## config.mk

```make
export PLATFORM = sky130hd
export DESIGN_NAME = spmv_mem_arb_flat
export DESIGN_NICKNAME = d
export VERILOG_FILES = /design/src/rtl/spmv_pkg.sv /design/src/rtl/spmv_mem_arb_if.sv /design/src/rtl/spmv_tag_alloc.sv /design/src/rtl/spmv_mem_arb.sv /design/src/flat_wrapper.sv
export SDC_FILE = /design/constraint.sdc
export NUM_CORES = 1
export LEC_CHECK = 0
export CORE_ASPECT_RATIO = 1.4
export CORE_MARGIN = 2
export CORE_UTILIZATION = 31
export CTS_BUF_LIST = sky130_fd_sc_hd__clkbuf_4 sky130_fd_sc_hd__clkbuf_8
export DETAILED_ROUTE_END_ITERATION = 8
export GPL_TIMING_DRIVEN = 0
export HOLD_SLACK_MARGIN = 0.12
export PLACE_DENSITY_LB_ADDON = 0.08
export SLEW_MARGIN = 10
export SYNTH_ARGS = -nofsm -noshare
export SYNTH_HDL_FRONTEND = slang
export SYNTH_SLANG_ARGS = --single-unit
```

## constraint.sdc

```tcl
create_clock -name clk -period 4.81 [get_ports clk]
set_input_delay 0.481 -clock clk [delete_from_list [all_inputs] [get_ports clk]]
set_output_delay 0.481 -clock clk [all_outputs]
set_load 0.02 [all_outputs]
```

## src/rtl/spmv_pkg.sv

```systemverilog
// Shared types for the SpMV memory arbiter: tag-table entry, request source, id width.
// Supplies fallback bus widths when the platform headers have not defined them.
`ifndef DCP_PADDR_MASK
`define DCP_PADDR_MASK 47:0
`endif
`ifndef DCP_NOC_RES_DATA_SIZE
`define DCP_NOC_RES_DATA_SIZE 64
`endif

package spmv_pkg;
  localparam int TRANSID_W = 6;

  typedef enum logic {
    SRC_VEC = 1'b0,
    SRC_MAT = 1'b1
  } src_e;

  typedef struct packed {
    logic                 valid;
    src_e                 src;
    logic [TRANSID_W-1:0] local_transid;
  } tag_entry_t;

  function automatic logic [31:0] sat_inc(input logic [31:0] v);
    return (&v) ? v : v + 32'd1;
  endfunction
endpackage

```

## src/rtl/spmv_mem_arb_if.sv

```systemverilog
// Bus bundle between the vector/matrix sources, the NoC and the arbiter.
// The arbiter takes the slave view; the surrounding environment takes the master view.
interface spmv_mem_arb_if;
  import spmv_pkg::*;

  logic                              vec_req_val;
  logic                              vec_req_rdy;
  logic [TRANSID_W-1:0]              vec_req_transid;
  logic [`DCP_PADDR_MASK]            vec_req_addr;
  logic                              mat_req_val;
  logic                              mat_req_rdy;
  logic [TRANSID_W-1:0]              mat_req_transid;
  logic [`DCP_PADDR_MASK]            mat_req_addr;
  logic                              noc_req_val;
  logic                              noc_req_rdy;
  logic [TRANSID_W-1:0]              noc_req_transid;
  logic [`DCP_PADDR_MASK]            noc_req_addr;
  logic                              noc_resp_val;
  logic [TRANSID_W-1:0]              noc_resp_transid;
  logic [`DCP_NOC_RES_DATA_SIZE-1:0] noc_resp_data;
  logic                              vec_resp_val;
  logic                              mat_resp_val;
  logic [TRANSID_W-1:0]              vec_resp_transid;
  logic [TRANSID_W-1:0]              mat_resp_transid;
  logic [`DCP_NOC_RES_DATA_SIZE-1:0] resp_data;
  logic                              busy;

  modport slave (
    input  vec_req_val, vec_req_transid, vec_req_addr,
    input  mat_req_val, mat_req_transid, mat_req_addr,
    input  noc_req_rdy, noc_resp_val, noc_resp_transid, noc_resp_data,
    output vec_req_rdy, mat_req_rdy, noc_req_val, noc_req_transid, noc_req_addr,
    output vec_resp_val, mat_resp_val, vec_resp_transid, mat_resp_transid, resp_data, busy
  );

  modport master (
    output vec_req_val, vec_req_transid, vec_req_addr,
    output mat_req_val, mat_req_transid, mat_req_addr,
    output noc_req_rdy, noc_resp_val, noc_resp_transid, noc_resp_data,
    input  vec_req_rdy, mat_req_rdy, noc_req_val, noc_req_transid, noc_req_addr,
    input  vec_resp_val, mat_resp_val, vec_resp_transid, mat_resp_transid, resp_data, busy
  );
endinterface

```

## src/rtl/spmv_tag_alloc.sv

```systemverilog
// Free bitmap for NoC tags with a lowest-index-free encoder and a full flag.
// The encoder sees only the registered map, so a tag freed at an edge is offered from the next cycle.
module spmv_tag_alloc
  import spmv_pkg::*;
#(
  parameter int NUM_TAGS = 64,
  localparam int TAG_W = $clog2(NUM_TAGS)
) (
  input  logic                clk,
  input  logic                rst_n,
  input  logic                alloc_en,
  input  logic [TAG_W-1:0]    alloc_tag,
  input  logic                free_en,
  input  logic [TAG_W-1:0]    free_tag,
  output logic [NUM_TAGS-1:0] used,
  output logic [TAG_W-1:0]    lowest_free,
  output logic                full
);
  logic [NUM_TAGS-1:0] free_map;

  always_ff @(posedge clk or negedge rst_n) begin
    if (!rst_n) begin
      free_map <= '1;
    end else begin
      if (alloc_en) free_map[alloc_tag] <= 1'b0;
      if (free_en)  free_map[free_tag]  <= 1'b1;
    end
  end

  always_comb begin
    lowest_free = '0;
    for (int i = NUM_TAGS - 1; i >= 0; i--) begin
      if (free_map[i]) lowest_free = TAG_W'(i);
    end
  end

  assign full = ~|free_map;
  assign used = ~free_map;
endmodule

```

## src/rtl/spmv_mem_arb.sv

```systemverilog
// Round-robin arbiter merging vector-prefetch and matrix-stream reads onto one NoC port with tag remapping.
// Optional 32-bit saturating performance counters are built when SPMV_MEM_ARB_PERF_EN is defined.
module spmv_mem_arb
  import spmv_pkg::*;
#(
  parameter int NUM_TAGS   = 64,
  parameter int RR_EN_INIT = 0
) (
  input  logic                 clk,
  input  logic                 rst_n,
  spmv_mem_arb_if.slave        bus
`ifdef SPMV_MEM_ARB_PERF_EN
  ,
  output logic [31:0]          perf_vec_reqs,
  output logic [31:0]          perf_mat_reqs,
  output logic [31:0]          perf_tag_stall
`endif
);
  localparam int TAG_W    = $clog2(NUM_TAGS);
  localparam int MAX_TAGS = 1 << TRANSID_W;

  src_e                 prio;
  logic [NUM_TAGS-1:0]  used;
  logic [MAX_TAGS-1:0]  used_ext;
  logic [TAG_W-1:0]     free_tag;
  logic [TAG_W-1:0]     resp_idx;
  logic                 full;
  logic                 vec_elig;
  logic                 mat_elig;
  logic                 grant_mat;
  logic                 hs;
  logic                 resp_hit;
  tag_entry_t           resp_entry;
  src_e                 src_mem [NUM_TAGS];
  logic [TRANSID_W-1:0] id_mem  [NUM_TAGS];

  spmv_tag_alloc #(.NUM_TAGS(NUM_TAGS)) u_alloc (
    .clk         (clk),
    .rst_n       (rst_n),
    .alloc_en    (hs),
    .alloc_tag   (free_tag),
    .free_en     (resp_hit),
    .free_tag    (resp_idx),
    .used        (used),
    .lowest_free (free_tag),
    .full        (full)
  );

  // Request side: purely combinational grant onto the NoC
  assign vec_elig  = bus.vec_req_val && !full;
  assign mat_elig  = bus.mat_req_val && !full;
  assign grant_mat = mat_elig && (!vec_elig || prio == SRC_MAT);
  assign hs        = bus.noc_req_val && bus.noc_req_rdy;

  assign bus.noc_req_val     = vec_elig || mat_elig;
  assign bus.noc_req_addr    = grant_mat ? bus.mat_req_addr : bus.vec_req_addr;
  assign bus.noc_req_transid = TRANSID_W'(free_tag);
  assign bus.vec_req_rdy     = vec_elig && !grant_mat && bus.noc_req_rdy;
  assign bus.mat_req_rdy     = grant_mat && bus.noc_req_rdy;
  assign bus.busy            = |used;

  always_ff @(posedge clk) begin
    if (hs) begin
      src_mem[free_tag] <= grant_mat ? SRC_MAT : SRC_VEC;
      id_mem[free_tag]  <= grant_mat ? bus.mat_req_transid : bus.vec_req_transid;
    end
  end

  // Response lookup; tags outside the table read as not valid
  assign used_ext   = MAX_TAGS'(used);
  assign resp_idx   = bus.noc_resp_transid[TAG_W-1:0];
  assign resp_entry = '{valid:         used_ext[bus.noc_resp_transid],
                        src:           src_mem[resp_idx],
                        local_transid: id_mem[resp_idx]};
  assign resp_hit   = bus.noc_resp_val && resp_entry.valid;

  // Registered response stage and round-robin pointer
  always_ff @(posedge clk or negedge rst_n) begin
    if (!rst_n) begin
      prio                 <= (RR_EN_INIT != 0) ? SRC_MAT : SRC_VEC;
      bus.vec_resp_val     <= 1'b0;
      bus.mat_resp_val     <= 1'b0;
      bus.vec_resp_transid <= '0;
      bus.mat_resp_transid <= '0;
      bus.resp_data        <= '0;
    end else begin
      if (hs) prio <= (prio == SRC_VEC) ? SRC_MAT : SRC_VEC;
      bus.vec_resp_val <= resp_hit && resp_entry.src == SRC_VEC;
      bus.mat_resp_val <= resp_hit && resp_entry.src == SRC_MAT;
      if (resp_hit) begin
        bus.resp_data <= bus.noc_resp_data;
        if (resp_entry.src == SRC_VEC) bus.vec_resp_transid <= resp_entry.local_transid;
        else                           bus.mat_resp_transid <= resp_entry.local_transid;
      end
    end
  end

`ifdef SPMV_MEM_ARB_PERF_EN
  always_ff @(posedge clk or negedge rst_n) begin
    if (!rst_n) begin
      perf_vec_reqs  <= '0;
      perf_mat_reqs  <= '0;
      perf_tag_stall <= '0;
    end else begin
      if (bus.vec_req_val && bus.vec_req_rdy) perf_vec_reqs <= sat_inc(perf_vec_reqs);
      if (bus.mat_req_val && bus.mat_req_rdy) perf_mat_reqs <= sat_inc(perf_mat_reqs);
      if ((bus.vec_req_val || bus.mat_req_val) && full) perf_tag_stall <= sat_inc(perf_tag_stall);
    end
  end
`endif
endmodule

```

## src/flat_wrapper.sv

```systemverilog
// flat-port wrapper written by rule: the top's interface ports become plain ports
module spmv_mem_arb_flat import spmv_pkg::*;
#(
  parameter int NUM_TAGS   = 64,
  parameter int RR_EN_INIT = 0
)
  (clk, rst_n, bus_vec_req_val, bus_vec_req_transid, bus_vec_req_addr, bus_mat_req_val, bus_mat_req_transid, bus_mat_req_addr, bus_noc_req_rdy, bus_noc_resp_val, bus_noc_resp_transid, bus_noc_resp_data, bus_vec_req_rdy, bus_mat_req_rdy, bus_noc_req_val, bus_noc_req_transid, bus_noc_req_addr, bus_vec_resp_val, bus_mat_resp_val, bus_vec_resp_transid, bus_mat_resp_transid, bus_resp_data, bus_busy);
  spmv_mem_arb_if bus_i ();
  input  logic clk;
  input  logic rst_n;
  input wire logic [$bits(bus_i.vec_req_val)-1:0] bus_vec_req_val;
  input wire logic [$bits(bus_i.vec_req_transid)-1:0] bus_vec_req_transid;
  input wire logic [$bits(bus_i.vec_req_addr)-1:0] bus_vec_req_addr;
  input wire logic [$bits(bus_i.mat_req_val)-1:0] bus_mat_req_val;
  input wire logic [$bits(bus_i.mat_req_transid)-1:0] bus_mat_req_transid;
  input wire logic [$bits(bus_i.mat_req_addr)-1:0] bus_mat_req_addr;
  input wire logic [$bits(bus_i.noc_req_rdy)-1:0] bus_noc_req_rdy;
  input wire logic [$bits(bus_i.noc_resp_val)-1:0] bus_noc_resp_val;
  input wire logic [$bits(bus_i.noc_resp_transid)-1:0] bus_noc_resp_transid;
  input wire logic [$bits(bus_i.noc_resp_data)-1:0] bus_noc_resp_data;
  output wire logic [$bits(bus_i.vec_req_rdy)-1:0] bus_vec_req_rdy;
  output wire logic [$bits(bus_i.mat_req_rdy)-1:0] bus_mat_req_rdy;
  output wire logic [$bits(bus_i.noc_req_val)-1:0] bus_noc_req_val;
  output wire logic [$bits(bus_i.noc_req_transid)-1:0] bus_noc_req_transid;
  output wire logic [$bits(bus_i.noc_req_addr)-1:0] bus_noc_req_addr;
  output wire logic [$bits(bus_i.vec_resp_val)-1:0] bus_vec_resp_val;
  output wire logic [$bits(bus_i.mat_resp_val)-1:0] bus_mat_resp_val;
  output wire logic [$bits(bus_i.vec_resp_transid)-1:0] bus_vec_resp_transid;
  output wire logic [$bits(bus_i.mat_resp_transid)-1:0] bus_mat_resp_transid;
  output wire logic [$bits(bus_i.resp_data)-1:0] bus_resp_data;
  output wire logic [$bits(bus_i.busy)-1:0] bus_busy;
  assign bus_i.vec_req_val = bus_vec_req_val;
  assign bus_i.vec_req_transid = bus_vec_req_transid;
  assign bus_i.vec_req_addr = bus_vec_req_addr;
  assign bus_i.mat_req_val = bus_mat_req_val;
  assign bus_i.mat_req_transid = bus_mat_req_transid;
  assign bus_i.mat_req_addr = bus_mat_req_addr;
  assign bus_i.noc_req_rdy = bus_noc_req_rdy;
  assign bus_i.noc_resp_val = bus_noc_resp_val;
  assign bus_i.noc_resp_transid = bus_noc_resp_transid;
  assign bus_i.noc_resp_data = bus_noc_resp_data;
  assign bus_vec_req_rdy = bus_i.vec_req_rdy;
  assign bus_mat_req_rdy = bus_i.mat_req_rdy;
  assign bus_noc_req_val = bus_i.noc_req_val;
  assign bus_noc_req_transid = bus_i.noc_req_transid;
  assign bus_noc_req_addr = bus_i.noc_req_addr;
  assign bus_vec_resp_val = bus_i.vec_resp_val;
  assign bus_mat_resp_val = bus_i.mat_resp_val;
  assign bus_vec_resp_transid = bus_i.vec_resp_transid;
  assign bus_mat_resp_transid = bus_i.mat_resp_transid;
  assign bus_resp_data = bus_i.resp_data;
  assign bus_busy = bus_i.busy;
  spmv_mem_arb #(.NUM_TAGS(NUM_TAGS), .RR_EN_INIT(RR_EN_INIT)) u_core (.clk(clk), .rst_n(rst_n), .bus(bus_i));
endmodule
```

Yosys cells after proc, flatten, opt, wreduce, memory -nomap -nowiden

Memories as Yosys holds them, arrays and structs flattened.
Cells that the tools add are included.

Logic and storage cells: 116
Register bits: 143
Bits of input ports: 184
Memories kept: 2
Output and inout bits: 136
Memory bits (writable): 448

Memories:

| memory         | depth | bits a word | read ports | clocked after Yosys merged registers in | write ports | RTL line           | text |
|---|---|---|---|---|---|---|---|
| u_core.id_mem  | 64    | 6           | 1          | 0                                       | 1           | spmv_mem_arb.sv:35 | `logic [TRANSID_W-1:0] id_mem [NUM_TAGS];` |
| u_core.src_mem | 64    | 1           | 1          | 0                                       | 1           | spmv_mem_arb.sv:34 | `src_e src_mem [NUM_TAGS];` |

Reduce and logical (&&, ||, !) cells: 20
Magnitude comparators: 4
Bitwise gates (word level): 5
Mux-type cells: 78

Operator list:

| operator           | count |
|---|---|
| $mux 6             | 65 |
| $mux 64            | 2 |
| $not 64->64        | 2 |
| $reduce_or 64->1   | 2 |
| $and 64x64->64     | 1 |
| $or 64x64->64      | 1 |
| $mux 48            | 1 |
| $lt 6x7->1 const B | 2 |
| $demux 1 s6        | 2 |
| $ge 6x1->1 const B | 2 |
| $logic_and 1x1->1  | 12 |
| $mux 1             | 7 |
| $bmux 1 s6         | 1 |
| $reduce_and 2->1   | 2 |
| $logic_not 1->1    | 2 |
| $logic_or 1x1->1   | 2 |
| $not 1->1          | 1 |

Logic depth before layout (Yosys ltp)

Depth after elaboration: 73
Gate-level depth with buffers: 14

Cells and area by module

From an unflattened synthesis, not the netlist that was laid out.

Cell total of the unflattened synthesis: 1532
Area total of the unflattened synthesis: 25548.3 sq um

Modules (own cells, without submodules):

| module         | instances | sequential area each (sq um) | cells each | area each (sq um) |
|---|---|---|---|---|
| spmv_mem_arb   | 1         | 15429.8                      | 1088       | 21846.0 |
| spmv_tag_alloc | 1         | 1681.6                       | 444        | 3702.3 |

Least setup slack after synthesis

OpenSTA, ideal clock, no wires.

Kind: reg-to-reg
Start: register u_core.u_alloc.free_map[43]
End: memory u_core.id_mem[0][3], data pin
Arrival: 3.831 ns
Buffers on the path: 2
Setup time: 0.289 ns
Period minus slack after synthesis: 4.119 ns
Required time: 4.521 ns
Slack: 0.691 ns
Stages on the path, launching flop included: 10
Cells stage by stage: dfstp_2 -> nor4_1 -> and2_1 -> and2_1 -> nor3b_1 -> and2_1 -> nor2_1 -> buf_1 -> clkbuf_1 -> mux2_2

Word-level cells in the longest chain between the ends: 6

RTL lines:

| item                              | RTL line             | text |
|---|---|---|
| from (decl)                       | spmv_tag_alloc.sv:19 | `logic [NUM_TAGS-1:0] free_map;` |
| from (signal assigned)            | spmv_tag_alloc.sv:23 | `free_map <= '1;` |
| from (signal, indexed assignment) | spmv_tag_alloc.sv:25 | `if (alloc_en) free_map[alloc_tag] <= 1'b0;` |
| from (signal, indexed assignment) | spmv_tag_alloc.sv:26 | `if (free_en) free_map[free_tag] <= 1'b1;` |
| $reduce_or 64->1 (*)              | spmv_tag_alloc.sv:37 | `assign full = ~\|free_map;` |
| $logic_and 1x1->1                 | spmv_mem_arb.sv:50   | `assign vec_elig = bus.vec_req_val && !full;` |
| $logic_not 1->1                   | spmv_mem_arb.sv:52   | `assign grant_mat = mat_elig && (!vec_elig \|\| prio == SRC_MAT);` |
| $logic_or 1x1->1                  | spmv_mem_arb.sv:52   |  |
| $logic_and 1x1->1 (*)             | spmv_mem_arb.sv:52   |  |
| net u_core.grant_mat              | spmv_mem_arb.sv:30   | `logic grant_mat;` |
| $mux 6 (*)                        | spmv_mem_arb.sv:65   | `id_mem[free_tag] <= grant_mat ? bus.mat_req_transid : bus.vec_req_transid;` |
| to (decl)                         | spmv_mem_arb.sv:35   |  |

Mark *: on every way through the listed nets, which the timed path passes. The rest lies on a longest branch.

Worst setup path in the final report

Start: input bus_noc_resp_transid[2]
End: register u_core.bus.mat_resp_transid[0]

Word-level cells in the longest chain between the ends: 4

RTL lines:

| item                         | RTL line              | text |
|---|---|---|
| from (decl)                  | flat_wrapper.sv:19    | `input wire logic [$bits(bus_i.noc_resp_transid)-1:0] bus_noc_resp_transid;` |
| $bmux 1 s6                   | spmv_mem_arb.sv:72    | `assign resp_entry = '{valid: used_ext[bus.noc_resp_transid],` |
| $mux 1 (not written as such) | spmv_mem_arb.sv:72    |  |
| $logic_and 1x1->1            | spmv_mem_arb.sv:75    | `assign resp_hit = bus.noc_resp_val && resp_entry.valid;` |
| $reduce_and 2->1 (no line)   | n/a                   |  |
| to (signal assigned)         | spmv_mem_arb.sv:93    | `else bus.mat_resp_transid <= resp_entry.local_transid;` |
| to (decl)                    | spmv_mem_arb_if.sv:33 | `output vec_resp_val, mat_resp_val, vec_resp_transid, mat_resp_transid, resp_data, busy` |

Several ways; a longest one is shown, not always the timed one. The select of a mux whose other input is x is not followed.
A chain may end at the register's enable or synchronous reset.

==> results.toml <==
[floorplan]
initial_core_util_pct = 31.29
die-area_um2 = 82120
die_w_um = 242.8
ios = 320
core.rowCount = 122
core_um2 = 79070
die_y_um = 338.3

[clock_network]
root_buffer = "clkbuf_8"
clk_path_buf_depth = 3
numCtsBuffers = 95
cts_tree = "built"
clk-insertion-delay-late_ns = 0.74
h-tree-depth = 3
path_clk_slew_ns = 0.06
cts_sinks = 591

[run_status]
violations = "negative setup slack"
status = "finished with violations"

[setup_path]
slowest_delay_ns = 1.04
crit_path_start_kind = "primary input"
critPathMaxFanout = 10
cp_slowest_cell = "clkbuf_1"
path_common_cell = "clkbuf_1"
path_class = "primary input to flop"
crit_chain = "clkdlybuf4s50_1 > buf_4 > buf_4 > and3_1 > clkbuf_1 > clkbuf_1 > clkbuf_1 > a22oi_1 > a41oi_1 > a21oi_1 > nand3_1 > mux2_4"
worstPathRequired_ns = 5.46
arrival_ns = 5.51
cp-end-kind = "flop"

[grt]
track_usage_pct = 24.40
grt_max_degree = 90
grt_pass1_vias = 18129
grt_pass1_wl_um = 141600
gr-total-overflow = 0
antenna_found_initial = 1

[cells_and_area]
seqCellArea_um2 = 17110
drive_gt1_share_pct = 22.41
fillers = 7519
multi_input_area_um2 = 7261
nNetsFinal = 2274
syn_to_final_growth_pct = 28.37
post-route-util_pct = 40.17
design_area_um2 = 31760

[logic_synthesis]
syn-instance-count = 1654
yosys.area.top_type = "edfxtp_1"
synth_seq_cells = 591
syn_area_um2 = 24740
async_flop_share_pct = 24.20
syn-num-nets = 1838
synth.area.top_cells = "edfxtp_1, dfrtp_1, dfstp_2"
synthFlopType = "edfxtp_1"
yosysSeqAreaShare_pct = 69.16
yosysWarnings = 0
avgSynthCellArea_um2 = 14.96
synth-edff-count = 448
ys_top_cells_by_count = "edfxtp_1, a22oi_1, nor2_1, dfrtp_1, mux2_2"
synth_top_area_share_pct = 54.37
synth.most_common_cell = "edfxtp_1"
ys_types = 70

[timing]
period_share_pct = 101.1
fmax_ghz = 0.2056
finalClockSkew_ns = 0.04933
slew_viol_final = 0
fin_ws_ns = -0.05401
whs_ns = 0.3129
hold_viol = 0
fin_tns_setup_ns = -0.1992
slew_headroom_pct = 7.317
setup_viol = 7
fin_crit_ns = 4.864
worst_slew_pin_slew_ns = 1.385

[place]
gp_congestion = 0.9417
dp_hpwl_um = 72080
place_ws_ns = -1.273
placed_area_um2 = 29560
portBuffers = 317

[power]
ir_drop_uv = 243.6
p_leak_nw = 10.80
p_per_area_nw_per_um2 = 475.2

[flow_run]
maxCapViolations = 0

[route]
wl_um = 102500
drc = 0
vias_per_cell = 5.535
drt_iter0_drc = 1485
firstDrtPassIters = 6
vias = 17846
ant_nets = 0
drt-wirelength-per-cell_um = 31.79

[min_path]
hold_path.class = "primary input to asynchronous set/reset pin"
## critical path: cells and delay by family
family	cells	cell delay (ns)
AND/OR/NAND/NOR	2	0.62
buffers and inverters	6	3.42
AO/OA/AOI/OAI	3	0.70
multiplexers	1	0.23
## path summary, 6_finish.rpt
path / cells past startpoint / to / startpoint / slack, ns
min in group clk: 2 / u_core.bus.resp_data[25]$_DFFE_PN0P_ / bus_noc_resp_data[25] / 0.37
max in group asynchronous: 3 / u_core.u_alloc.free_map[61]$_DFF_PN1_ / rst_n / 3.68
setup / recovery: 12 / u_core.bus.mat_resp_transid[0]$_DFFE_PN0P_ / bus_noc_resp_transid[2] / -0.05
hold / removal: 2 / u_core.bus.resp_data[36]$_DFFE_PN0P_ / rst_n / 0.31
hold reg to reg: 1 / u_core.prio$_DFFE_PN0P_ / u_core.prio$_DFFE_PN0P_ / 0.47
setup reg to reg: 9 / u_core.id_mem[54][2]$_DFFE_PP_ / u_core.u_alloc.free_map[31]$_DFF_PN1_ / 0.10
## timing repair
action                                  4_1_cts  5_1_grt
pin swaps                                     1        1
gates resized for setup                      29       18
setup buffers                                 1        0
hold buffers                                  1        0
endpoints found under the setup margin      361       36
hold endpoints to repair                     54        0
cloned                                        1        0
## per-layer routing
layer	up-vias	GRT usage [%]	wire length [um]
li1	7535	-	-
met1	9214	28.15	38380
met2	847	42.19	51040
met3	250	4.091	5852
met4	0	14.98	7217
met5	-	0	0
## where the power goes
part / internal [mW] / switching [mW]
clock network: 2.44 / 2.11
logic: 1.46 / 2.52
registers: 6.18 / 0.382
total: 10.1 / 5.01
## cell families (layout without fill, tap and decap cells)
group | count (synthesis) | after routing | share of synthesized area (%)
and+or+nand+nor | 315 | 315 | 6.695
buffers and inverters | 135 | 650 | 2.412
DFF | 591 | 591 | 69.16
AOI/OAI and AO/OA | 455 | 455 | 13.14
muxes | 157 | 157 | 8.556
xor gates and xnor gates | 1 | 1 | 0.03540
other | 0 | 1 | 0
## sequential cells by signal, summed over array words and instances (netlist names)
| register | flops |
|---|---|
| u_core.prio | 1 |
| u_core.src_mem | 64 |
| u_core.id_mem | 384 |
| u_core.bus.mat_resp_val | 1 |
| u_core.bus.vec_resp_val | 1 |
| u_core.bus.vec_resp_transid | 6 |
| u_core.u_alloc.free_map | 64 |
| u_core.bus.mat_resp_transid | 6 |
| u_core.bus.resp_data | 64 |
## area by class of cell
| cell class | instances | share of cell area (%) |
|---|---|---|
| Inverter | 30 | 0.3545 |
| Clock inverter | 39 | 0.8824 |
| Multi-Input combinational cell | 928 | 22.86 |
| Antenna cell | 1 | 0.007879 |
| Tap cell | 1054 | 4.152 |
| Clock buffer | 137 | 5.326 |
| Timing Repair Buffer | 341 | 10.89 |
| Buffer | 103 | 1.655 |
| Sequential cell | 591 | 53.87 |
## per-stage QoR
stage / instances / power, mW
2_1_floorplan: 1654 / 8.419
3_3_place_gp: 3025 / 10.40
3_5_place_dp: 3046 / 10.50
4_1_cts: 3223 / 15.14
5_1_grt: 3224 / 15.58
6_report: 3224 / 15.09
## cell usage in the layout (no fill, tap or decap), types with 33 or more instances in the layout
cell,count
a22o_1,34
a21oi_1,41
a221oi_1,46
o21ai_1,44
dfstp_2,64
mux2_4,71
clkbuf_8,106
nand2_1,47
dfrtp_1,79
a22oi_1,143
clkbuf_1,53
nand4_1,33
edfxtp_1,448
mux2_2,60
o21ai_0,45
clkdlybuf4s50_1,312
nor2_1,81
No activity file was read; power rests on OpenSTA's default activity.
